<file path="src/rtl/wb_arbiter2.sv">
// Two-master Wishbone arbiter sharing one slave between fetch (m0) and mem (m1).
// Grant is registered and held for the whole cycle; a stalled strobe times out to err.
module wb_arbiter2 #(
  parameter int RR_MODE        = 0,
  parameter int TIMEOUT_CYCLES = 255,
  parameter int CNT_W          = 8
) (
  input  logic        clk_i,
  input  logic        rst_i,
  input  logic        m0_cyc_i,
  input  logic        m0_stb_i,
  input  logic        m0_we_i,
  input  logic [3:0]  m0_sel_i,
  input  logic [31:0] m0_addr_i,
  input  logic [31:0] m0_dat_i,
  output logic        m0_ack_o,
  output logic        m0_err_o,
  input  logic        m1_cyc_i,
  input  logic        m1_stb_i,
  input  logic        m1_we_i,
  input  logic [3:0]  m1_sel_i,
  input  logic [31:0] m1_addr_i,
  input  logic [31:0] m1_dat_i,
  output logic        m1_ack_o,
  output logic        m1_err_o,
  output logic [31:0] m_dat_o,
  output logic        s_cyc_o,
  output logic        s_stb_o,
  output logic        s_we_o,
  output logic [3:0]  s_sel_o,
  output logic [31:0] s_addr_o,
  output logic [31:0] s_dat_o,
  input  logic [31:0] s_dat_i,
  input  logic        s_ack_i,
  input  logic        s_err_i,
  output logic [1:0]  grant_o
);

  typedef enum logic [1:0] {
    IDLE = 2'd0,
    GNT0 = 2'd1,
    GNT1 = 2'd2
  } state_t;

  localparam bit TMO_EN = (TIMEOUT_CYCLES != 0);
  localparam logic [CNT_W-1:0] TMO_LAST =
    CNT_W'(TIMEOUT_CYCLES - 1);

  state_t           state;
  state_t           nxt;
  logic             last;
  logic [CNT_W-1:0] cnt;
  logic [1:0]       grant_q;
  logic             g0;
  logic             g1;
  logic             pick1;
  logic             tmo;
  logic             bus_err;

  assign g0 = (state == GNT0);
  assign g1 = (state == GNT1);

  // Contention goes to m1, or to whoever did not own the bus last.
  assign pick1 = (RR_MODE != 0) ? ~last : 1'b1;

  always_comb begin
    s_cyc_o  = 1'b0;
    s_stb_o  = 1'b0;
    s_we_o   = 1'b0;
    s_sel_o  = '0;
    s_addr_o = '0;
    s_dat_o  = '0;
    unique case (1'b1)
      g0: begin
        s_cyc_o  = m0_cyc_i;
        s_stb_o  = m0_stb_i;
        s_we_o   = m0_we_i;
        s_sel_o  = m0_sel_i;
        s_addr_o = m0_addr_i;
        s_dat_o  = m0_dat_i;
      end
      g1: begin
        s_cyc_o  = m1_cyc_i;
        s_stb_o  = m1_stb_i;
        s_we_o   = m1_we_i;
        s_sel_o  = m1_sel_i;
        s_addr_o = m1_addr_i;
        s_dat_o  = m1_dat_i;
      end
      default: ;
    endcase
  end

  // cnt holds completed stall cycles, so this fires on the Nth one.
  assign tmo = TMO_EN && s_stb_o && !s_ack_i
            && !s_err_i && (cnt == TMO_LAST);
  assign bus_err = s_err_i | tmo;

  assign m0_ack_o = g0 & s_ack_i;
  assign m0_err_o = g0 & bus_err;
  assign m1_ack_o = g1 & s_ack_i;
  assign m1_err_o = g1 & bus_err;
  assign m_dat_o  = s_dat_i;
  assign grant_o  = grant_q;

  always_comb begin
    nxt = state;
    unique case (state)
      IDLE: begin
        if (m1_cyc_i && (!m0_cyc_i || pick1))
          nxt = GNT1;
        else if (m0_cyc_i)
          nxt = GNT0;
      end
      GNT0: if (!m0_cyc_i) nxt = IDLE;
      GNT1: if (!m1_cyc_i) nxt = IDLE;
      default: nxt = IDLE;
    endcase
  end

  always_ff @(posedge clk_i or negedge rst_i) begin
    if (!rst_i) begin
      state   <= IDLE;
      grant_q <= 2'b00;
      last    <= 1'b1;
      cnt     <= '0;
    end else begin
      state   <= nxt;
      grant_q <= {nxt == GNT1, nxt == GNT0};
      if (g0 && !m0_cyc_i) last <= 1'b0;
      if (g1 && !m1_cyc_i) last <= 1'b1;
      if (state == IDLE || !s_stb_o || s_ack_i
          || s_err_i || tmo)
        cnt <= '0;
      else
        cnt <= cnt + 1'b1;
    end
  end

endmodule

</file>
<file path="config.mk">
export PLATFORM = sky130hd
export DESIGN_NAME = wb_arbiter2
export DESIGN_NICKNAME = d
export VERILOG_FILES = /design/src/rtl/wb_arbiter2.sv
export SDC_FILE = /design/constraint.sdc
export NUM_CORES = 1
export LEC_CHECK = 0
export ABC_CLOCK_PERIOD_IN_PS = 5700
export CORE_AREA = 2 2 111 113
export DETAILED_ROUTE_END_ITERATION = 10
export DIE_AREA = 0 0 113 115
export MAX_ROUTING_LAYER = met4
export PLACE_DENSITY_LB_ADDON = 0.15
export SLEW_MARGIN = 5
export SYNTH_ARGS = -nofsm -noshare
export SYNTH_HDL_FRONTEND = slang
export SYNTH_SLANG_ARGS = --single-unit
export TNS_END_PERCENT = 20
</file>
<file path="constraint.sdc">
create_clock -name clk_i -period 5.7 [get_ports clk_i]
set_clock_uncertainty 0.1 [all_clocks]
set_input_delay 0.57 -clock clk_i [delete_from_list [all_inputs] [get_ports clk_i]]
set_output_delay 0.57 -clock clk_i [all_outputs]
set_load 0.05 [all_outputs]
</file>
# ---- Yosys cells after proc, flatten, opt, wreduce, memory -nomap -nowiden
# Cells that the tools add are included.
dict set report totals {
  input_bits 178
  latchBits 0
  elab_cells 37
  mem_bits_rw 0
  mem_count 0
  romBits 0
  regBits 12
}
dict set report op_classes {
  reduce_logical 11
  shift 0
  addsub 1
  mux 12
  order_cmp 0
  eq_ne 5
  n_div 0
  bitwise_logic 5
  multipliers 0
}
# cell n
set ops {}
lappend ops {{32-bit case mux with 2 select lines} 2}
lappend ops {{8-bit by 1-bit adder with 8-bit output (second input constant)} 1}
lappend ops {{8-bit == test (second input constant)} 1}
lappend ops {{2-bit 2-to-1 mux} 4}
lappend ops {{8-bit 2-to-1 mux} 1}
lappend ops {{4-bit case mux with 2 select lines} 1}
lappend ops {{1-bit case mux with 2 select lines} 3}
lappend ops {{2-bit case mux with 3 select lines} 1}
lappend ops {{1-bit AND} 4}
lappend ops {{2-bit by 1-bit == test with 1-bit output (second input constant)} 2}
lappend ops {{2-bit == test (second input constant)} 2}
lappend ops {{1-bit logical OR} 4}
lappend ops {{1-bit logical AND} 3}
lappend ops {{1-bit logical NOT} 3}
lappend ops {{2-bit logical NOT} 1}
lappend ops {{1-bit bitwise OR} 1}

# ---- Longest topological paths before layout
# Gate-level depths: netlist of the first run.
dict set report depth {
  word_depth 8
  ltp_mapped 6
}

# ---- Least setup slack after synthesis of the first run
# OpenSTA, ideal clock, no wires.
dict set report synth_path {
  path_kind {reg2out}
  start {register state[0]}
  end {output m0_err_o}
  path_slack_ns 2.896
  t_arrival_ns 2.134
  stages_incl_launch_ff 7
  n_path_buf 2
  t_required_ns 5.030
  cell_sequence {dfrtp_1 inv_1 ha_1 buf_4 or3b_1 buf_6 o31ai_2}
}
dict set report synth_between {
  elab_chain_len 7
  elab_cells_between_ends 8
}
# item line
set synth_lines {}
lappend synth_lines {{from (decl)} 49} ;# state_t state;
lappend synth_lines {{from (signal assigned)} 128} ;# state <= nxt;
lappend synth_lines {{2-bit == test / 2-bit by 1-bit == test with 1-bit output (equally long branches)} {61, 60}}
lappend synth_lines {{1-bit case mux with 2 select lines} 73} ;# unique case (1'b1)
lappend synth_lines {{1-bit logical AND} 95} ;# assign tmo = TMO_EN && s_stb_o && !s_ack_i
lappend synth_lines {{1-bit logical AND (2 in series)} 96} ;# && !s_err_i && (cnt == TMO_LAST);
lappend synth_lines {{1-bit bitwise OR} 97} ;# assign bus_err = s_err_i | tmo;
lappend synth_lines {{1-bit AND (*)} 100} ;# assign m0_err_o = g0 & bus_err;
lappend synth_lines {{to (decl)} 17} ;# output logic m0_err_o,
# Mark *: on every way between the ends. The rest lies on a longest branch, timed or not.

# ---- Final worst setup path of the first run
dict set report layout_path {
  start {register state[0]}
  end {output m1_err_o}
}
dict set report layout_between {
  elab_chain_len 7
  elab_cells_between_ends 8
}
# item line
set layout_lines {}
lappend layout_lines {{2-bit == test / 2-bit by 1-bit == test with 1-bit output (equally long branches)} {61, 60}}
lappend layout_lines {{1-bit case mux with 2 select lines} 73}
lappend layout_lines {{1-bit logical AND} 95}
lappend layout_lines {{1-bit logical AND (2 in series)} 96}
lappend layout_lines {{1-bit bitwise OR} 97}
lappend layout_lines {{1-bit AND (*)} 102} ;# assign m1_err_o = g1 & bus_err;
lappend layout_lines {{to (decl)} 25} ;# output logic m1_err_o,
# Marks and branches as above.

==> impl_metrics.json, run 1 <==
{
  "area_delta_synth_final_pct": 106,
  "synthArstFlopShare": 1.00,
  "violations": "design-rule violations",
  "tns_ns": 0,
  "grt_pass1_vias": 2654,
  "fmax_ghz": 0.243,
  "vias": 2630,
  "layout-drive-gt1-share": 0.0478,
  "synth_area_mm2": 0.00205,
  "htreeDepth": 1,
  "cp_max_fo": 39,
  "cts_root_buffer": "clkbuf_16",
  "slew_viol_final": 0,
  "leakage_nw": 1.39,
  "synthCells": 267,
  "critPathLaunchType": "register",
  "overflow": 0,
  "cts_tree": "done",
  "ir_drop_mv": 0.392,
  "slew_headroom": 0.459,
  "drt-total-wl_um": 10100,
  "synth-seq-area-share": 0.147,
  "cts_resized": 0,
  "vias_per_cell": 4.49,
  "nets": 624,
  "globalplace.congestion": 0.726,
  "ys_ff_latch": 12,
  "period_needed_ns": 4.11,
  "ys_warn_count": 0,
  "route.detailed.drc": 20,
  "row_count": 40,
  "holdBufCountCts": 0,
  "reg2reg_setup_slack_ns": 3.17,
  "design_area_mm2": 0.00423,
  "end_kind": "primary output",
  "drt-initial-drc-count": 183,
  "numClockSinks": 12,
  "rr_worst_depth": 5,
  "synth_top_family_by_area": "compound AO/OA/AOI/OAI gates",
  "setup_viol": 0,
  "required_ns": 5.03,
  "r2r_start": "state[0]",
  "synth.net_count": 451,
  "power_density_mw_per_mm2": 487,
  "crit_arrival_ns": 3.44,
  "dieArea_mm2": 0.0130,
  "hold_start": "cnt[0]",
  "post-route-period-util": 0.721,
  "antenna_found_initial": 0,
  "grt_start_max_net_pins": 72,
  "rsz0062_at_grt": "false",
  "drv_cap": 0,
  "ant_nets": 0,
  "dr.pass1.iters": 8,
  "synth_compound_area_frac": 0.315,
  "hold_end": "cnt[0]",
  "synth_flop_cell": "dfrtp_1",
  "holdPathStages": 1,
  "cts_made_buffers": 3,
  "finalHoldViolations": 0,
  "cts.clk_slew.worst_paths_ns": 0.05,
  "io_pins": 287,
  "die_x_um": 113,
  "portBuffers": 222,
  "clockBufferDepth": 2,
  "synth_mux_area_frac": 0.00550,
  "postCtsSetupRepairBufs": 0,
  "clock_latency_ns": 0.24,
  "hpwl_um": 8010,
  "ys_types": 31,
  "status": "finished with violations",
  "wire_per_inst_um": 17.3,
  "grt_use_total": 0.144,
  "grt_pass1_wl_um": 14600,
  "dieHeight_um": 115,
  "initial_core_util": 0.173,
  "synth_xor_area_frac": 0.0128,
  "synth_simple_gate_area_frac": 0.303,
  "crit_type": "reg2out",
  "hold_class": "reg2reg",
  "worst_pin_slew_ns": 0.811,
  "synthAdderAreaFrac": 0.0367,
  "place_area_mm2": 0.00414,
  "avgSynthCellArea_um2": 7.67,
  "synth_edf_count": 0,
  "n_antenna_cell": 0,
  "core_area_mm2": 0.0118,
  "reg2reg_to": "cnt[5]"
}
-- layout make-up --
type / instances / area, µm²
inverters: 6 / 22.5
multi-input cells: 192 / 1390
flip-flops and latches: 12 / 300
clock buffers: 4 / 88.8
fillers: 1262 / 7590
well taps: 147 / 184
repair buffers: 225 / 2240
-- synthesized netlist by cell type (4+ instances only) --
| master | n | area share |
|---|---|---|
| buf_1 | 10 | 0.018 |
| a22oi_1 | 71 | 0.26 |
| nor2_1 | 4 | 0.0073 |
| nand3_1 | 4 | 0.0098 |
| ha_1 | 6 | 0.037 |
| clkbuf_1 | 11 | 0.020 |
| dfrtp_1 | 12 | 0.15 |
| nor3_2 | 5 | 0.024 |
| inv_1 | 6 | 0.011 |
| nor2b_1 | 70 | 0.21 |
| buf_4 | 33 | 0.12 |
-- where the power goes --
part | total [mW] | internal, mW | switching, mW
Sequential | 0.109 | 0.0976 | 0.0109
Combinational | 1.81 | 0.671 | 1.14
Clock | 0.143 | 0.106 | 0.0371
-- layout by cell type, fill, tap and decap left out, types with 3 or more instances in the layout --
master / Yosys / layout
inv_1: 6 / 6
nor2_1: 4 / 4
nor3_2: 5 / 5
ha_2: 0 / 3
or3_1: 3 / 3
a22oi_1: 71 / 71
o21ai_0: 3 / 3
buf_4: 33 / 3
clkdlybuf4s50_1: 0 / 222
nand3_1: 4 / 4
nor2b_1: 70 / 70
clkbuf_16: 0 / 3
and2_1: 3 / 3
a211oi_2: 3 / 3
ha_1: 6 / 3
nand2_1: 3 / 3
dfrtp_1: 12 / 12
-- worst max path at each step --
stage / from / endpoint / slack (ns) / cells past startpoint
floorplan: state[0] / m0_err_o / 2.90 / 6
global placement: state[0] / m1_err_o / 1.86 / 6
detailed placement: state[0] / m1_err_o / 1.81 / 6
CTS: state[1] / m1_err_o / 1.53 / 6
global route: state[0] / m1_err_o / 1.38 / 6
finish: state[0] / m1_err_o / 1.59 / 6
-- kinds of logic (layout without fill, tap and decap cells) --
group / count (synthesis) / in the layout
buffers and inverters: 63 / 235
adders and majority gates: 6 / 6
muxes: 1 / 1
DFF: 12 / 12
AOI/OAI and AO/OA: 83 / 83
xor gates and xnor gates: 3 / 3
and+or+nand+nor: 99 / 99
-- flip-flops by register name, summed over array words and instances, names as in the netlist --
register,cells
cnt,8
grant_o,2
state,2
-- critical path, stage by stage, from the launching register on --
cell             delay (ns)
dfrtp_1                0.43
inv_1                  0.11
ha_2                   0.66
a22oi_1                0.22
or3b_1                 0.64
o31ai_2                0.30
clkdlybuf4s50_1        0.84
-- routing by layer --
layer	GRT usage	vias to the layer above	wire length (µm)
met5	-	-	0
met4	0.0341	0	206
li1	-	1268	-
met1	0.164	1214	3720
met3	0.0258	16	929
met2	0.263	132	5260
-- per-stage QoR --
step / hold slack [ns] / power (mW) / setup slack [ns] / utilization / instances
after detailed placement: 0.453 / 1.94 / 1.81 / 0.350 / 582
final: 0.458 / 2.06 / 1.59 / 0.358 / 586
after CTS: 0.462 / 2.10 / 1.53 / 0.358 / 586
after floorplan: 0.174 / 1.41 / 2.90 / - / 267
after global routing: 0.474 / 2.17 / 1.38 / 0.358 / 586
after global placement: 0.451 / 1.94 / 1.86 / 0.350 / 582
Note: power is estimated with default switching activity, not from simulation.
==> run 2: changes to the inputs <==
ABC_CLOCK_PERIOD_IN_PS = 3320   (was 5700)
CORE_AREA = 2 2 112 114   (was 2 2 111 113)
DIE_AREA = 0 0 114 116   (was 0 0 113 115)
clock period = 3.32 ns   (was 5.7 ns; I/O delays follow)
==> impl_metrics.json, run 2 (synthesis gave the netlist of run 1 again) <==
{
  "wire_per_inst_um": 17.1,
  "hpwl_um": 7970,
  "end_kind": "primary output",
  "row_count": 40,
  "crit_arrival_ns": 2.67,
  "leakage_nw": 1.46,
  "portBuffers": 222,
  "rr_worst_depth": 7,
  "clkPwrFrac": 0.068,
  "p_seq_frac": 0.052,
  "final_cell_mix": "clkdlybuf4s50_1 (200), a22oi_1 (71), nor2b_1 (70)",
  "cp_top_family": "buffers and inverters",
  "power_density_mw_per_mm2": 847,
  "status": "completed",
  "largest_register_ffs": 8,
  "cp_cell_sequence": "inv_1, ha_2, buf_4, a22oi_1, nor2b_1, clkdlybuf4s50_1",
  "grt_use_total": 0.138,
  "required_ns": 2.89,
  "slew_headroom": 0.631,
  "drt-initial-drc-count": 153,
  "drt-total-wl_um": 10100,
  "cp_max_fo": 24,
  "clockBufferDepth": 2,
  "htreeDepth": 1,
  "vias": 2584,
  "route.detailed.drc": 0,
  "final_common_cell": "clkdlybuf4s50_1",
  "cpPeakStageDelay_ns": 0.81,
  "n_antenna_cell": 0,
  "internal_power_mw": 1.56,
  "ir_drop_mv": 0.354,
  "grt_pass1_vias": 2587,
  "top_register": "cnt",
  "post-route-period-util": 0.934,
  "cts_resized": 0,
  "area_delta_synth_final_pct": 108,
  "critPathLaunchType": "register",
  "grt_start_max_net_pins": 76,
  "power_switching_mw": 2.05,
  "numClockSinks": 12,
  "initial_core_util": 0.172,
  "rsz0062_at_grt": "false",
  "cts_tree": "done",
  "holdBufCountCts": 0,
  "postCtsSetupRepairBufs": 0,
  "die_x_um": 114,
  "core_area_mm2": 0.0119,
  "drv_cap": 0,
  "ant_nets": 0,
  "power.total_mw": 3.60,
  "cts.clk_slew.worst_paths_ns": 0.05,
  "cts_root_buffer": "clkbuf_16",
  "setup_slack_ns": 0.219,
  "clock_latency_ns": 0.24,
  "r2r_start": "state[0]",
  "cts_made_buffers": 3,
  "io_pins": 287,
  "critPathBufInv": 3,
  "dieArea_mm2": 0.0132,
  "reg2reg_setup_slack_ns": 1.00,
  "grt_pass1_wl_um": 14200,
  "globalplace.congestion": 0.755,
  "switching_share": 0.568,
  "layout-drive-gt1-share": 0.104,
  "tns_ns": 0,
  "nets": 627,
  "design_area_mm2": 0.00426,
  "dr.pass1.iters": 4,
  "hold_class": "in2async",
  "crit_path_top_delay_cell": "clkdlybuf4s50_1",
  "place_area_mm2": 0.00417,
  "antenna_found_initial": 0,
  "p_comb_frac": 0.881,
  "vias_per_cell": 4.39,
  "dieHeight_um": 116,
  "place_ws_ns": 0.440,
  "overflow": 0,
  "fmax_ghz": 0.323,
  "slew_viol_final": 0,
  "crit_type": "reg2out",
  "finalHoldViolations": 0,
  "worst_pin_slew_ns": 0.551,
  "setup_viol": 0,
  "period_needed_ns": 3.10,
  "reg2reg_to": "cnt[6]"
}
-- run 2: cell count changes in the layout (fill, tap and decap cells not counted) --
cell             delta
buf_4              +20
buf_12              +5
clkdlybuf4s50_1    -22
-- run 2: worst max-delay path by stage --
stage                     depth (start not counted)      from  slack [ns]          end
after CTS                                         6  state[1]        0.17  s_dat_o[19]
after global placement                            6  state[1]        0.46  s_dat_o[20]
after global routing                              6  state[1]        0.04  s_dat_o[21]
after detailed placement                          6  state[1]        0.44  s_dat_o[19]
final                                             6  state[1]        0.22  s_dat_o[19]
after floorplan                                   6  state[0]        0.75     m0_err_o
-- run 2: area by class of cell --
type / count / area, µm²
Clock buffer: 4 / 88.8
Timing Repair Buffer: 228 / 2270
Inverter: 6 / 22.5
Tap cell: 147 / 184
Multi-Input combinational cell: 192 / 1390
Sequential cell: 12 / 300
Fill cell: 1263 / 7660
-- run 2: power groups by stage --
| stage | clock, mW | combinational [mW] | sequential (mW) |
|---|---|---|---|
| 3_5_place_dp | 0 | 3.21 | 0.188 |
| 2_1_floorplan | 0 | 2.20 | 0.218 |
| 6_report | 0.243 | 3.17 | 0.187 |
| 5_1_grt | 0.255 | 3.37 | 0.191 |
| 3_3_place_gp | 0 | 3.21 | 0.188 |
| 4_1_cts | 0.248 | 3.22 | 0.187 |
-- run 2: stage by stage --
step | util | hold slack, ns | std cells
floorplan | - | -0.0636 | 267
global placement | 0.350 | 0.461 | 585
detailed placement | 0.350 | 0.463 | 585
CTS | 0.357 | 0.361 | 589
global route | 0.357 | 0.402 | 589
finish | 0.357 | 0.346 | 589
-- run 2: layer usage --
layer  vias to the layer above  global-route usage  wire length [µm]
met3                        16              0.0214               823
li1                       1272                   -                 -
met5                         -                   -                 0
met2                       120               0.255              5300
met4                         0              0.0301               108
met1                      1176               0.158              3850
-- run 2: worst reg2reg max path, delay by kind of cell (launching register included) --
kind	cells	cell delay (ns)
buffers and inverters	3	0.62
adder cells (fa/ha/maj)	1	0.20
flip-flops	1	0.42
AO/OA/AOI/OAI	2	0.44
AND/OR/NAND/NOR	1	0.46
==> run 3: changes to the inputs <==
ABC_CLOCK_PERIOD_IN_PS = default   (was 3320)
PLACE_DENSITY = 0.68   (was default)
PLACE_DENSITY_LB_ADDON = default   (was 0.15)
==> impl_metrics.json, run 3 (synthesis gave the netlist of run 1 again) <==
{
  "top_register": "cnt",
  "n_antenna_cell": 0,
  "grt_pass1_vias": 2619,
  "holdBufCountCts": 0,
  "dieHeight_um": 116,
  "setup_viol": 0,
  "antenna_found_initial": 0,
  "overflow": 0,
  "hpwl_um": 7550,
  "postCtsSetupRepairBufs": 0,
  "vias_per_cell": 4.47,
  "die_x_um": 114,
  "initial_core_util": 0.172,
  "htreeDepth": 1,
  "numClockSinks": 12,
  "slew_headroom": 0.634,
  "nets": 628,
  "area_delta_synth_final_pct": 108,
  "fmax_ghz": 0.328,
  "grt_pass1_wl_um": 13600,
  "drt-initial-drc-count": 109,
  "critPathLaunchType": "register",
  "leakage_nw": 1.47,
  "cts_made_buffers": 3,
  "cts_root_buffer": "clkbuf_16",
  "critPathBufInv": 3,
  "clock_latency_ns": 0.24,
  "grt_use_total": 0.131,
  "slew_viol_final": 0,
  "cts.clk_slew.worst_paths_ns": 0.04,
  "cp_cell_sequence": "inv_1, ha_2, buf_4, a22oi_1, nor2b_1, clkdlybuf4s50_1",
  "fin_hold_ws_ns": 0.354,
  "route.detailed.drc": 0,
  "dieArea_mm2": 0.0132,
  "required_ns": 2.89,
  "busiest_layer": "met2",
  "wire_per_inst_um": 16.2,
  "cp_max_fo": 21,
  "final_common_cell": "clkdlybuf4s50_1",
  "final_cell_mix": "clkdlybuf4s50_1 (201), a22oi_1 (71), nor2b_1 (70)",
  "tns_ns": 0,
  "drt-total-wl_um": 9580,
  "worst_pin_slew_ns": 0.547,
  "portBuffers": 222,
  "core_area_mm2": 0.0119,
  "status": "completed",
  "finalHoldViolations": 0,
  "crit_arrival_ns": 2.62,
  "largest_register_ffs": 8,
  "global_route.usage.met3": 0.0157,
  "grt_start_max_net_pins": 76,
  "grtUsageMet1": 0.158,
  "dr.pass1.iters": 4,
  "cp_top_family": "buffers and inverters",
  "power.total_mw": 3.63,
  "crit_path_top_delay_cell": "clkdlybuf4s50_1",
  "drv_cap": 0,
  "crit_type": "reg2out",
  "cts_resized": 0,
  "rsz0062_at_grt": "false",
  "hold_class": "in2async",
  "globalplace.congestion": 0.783,
  "clockBufferDepth": 2,
  "post-route-period-util": 0.918,
  "ir_drop_mv": 0.384,
  "cpPeakStageDelay_ns": 0.82,
  "end_kind": "primary output",
  "grtUsageMet2": 0.236,
  "cts_tree": "done",
  "layout-drive-gt1-share": 0.104,
  "vias": 2639,
  "row_count": 40,
  "io_pins": 287,
  "period_needed_ns": 3.05,
  "power_density_mw_per_mm2": 852,
  "ant_nets": 0
}
[run 3: report_power, final]
group / total, mW / leakage, nW / switching (mW) / internal, mW
Clock: 0.242 / 0.0442 / 0.0608 / 0.182
Sequential: 0.189 / 0.164 / 0.0207 / 0.168
Combinational: 3.20 / 1.26 / 1.98 / 1.23
[run 3: area by class of cell]
type                    instances  area (µm²)
well taps                     147         184
multi-input cells             192        1390
repair buffers                229        2280
clock buffers                   4        88.8
fillers                      1257        7650
flip-flops and latches         12         300
inverters                       6        22.5
[run 3: routing by layer]
| layer | share of wire | wire (µm) |
|---|---|---|
| met2 | 0.51 | 4920 |
| met3 | 0.076 | 723 |
| met4 | 0.0081 | 78 |
| met1 | 0.40 | 3850 |
| met5 | 0 | 0 |
[run 3: path summary, 6_finish.rpt]
| kind | from | to | slack, ns | depth (start not counted) |
|---|---|---|---|---|
| max | state[1] | s_dat_o[9] | 0.27 | 6 |
| min | rst_i | cnt[0] | 0.35 | 1 |
| max reg2reg | state[1] | cnt[7] | 0.87 | 7 |
| min reg2reg | cnt[0] | cnt[0] | 0.47 | 1 |
| max in group asynchronous | rst_i | cnt[3] | 2.41 | 1 |
| min in group clk_i | cnt[0] | cnt[0] | 0.47 | 1 |
[run 3: metrics by stage]
| stage | std cells | area (µm²) | setup WS (ns) | utilization |
|---|---|---|---|---|
| 3_3_place_gp | 586 | 4180 | 0.557 | 0.351 |
| 2_1_floorplan | 267 | 2050 | 0.754 | - |
| 4_1_cts | 590 | 4270 | 0.271 | 0.358 |
| 6_report | 590 | 4270 | 0.272 | 0.358 |
| 5_1_grt | 590 | 4270 | 0.103 | 0.358 |
| 3_5_place_dp | 586 | 4180 | 0.523 | 0.351 |
[run 3: worst reg2reg max path: stages, from the launching register on]
cell and delay (ns):
dfrtp_1 0.42, inv_1 0.10, ha_2 0.46, buf_12 0.26, a22oi_1 0.15, or3b_1 0.46, buf_4 0.22, a211oi_2 0.20
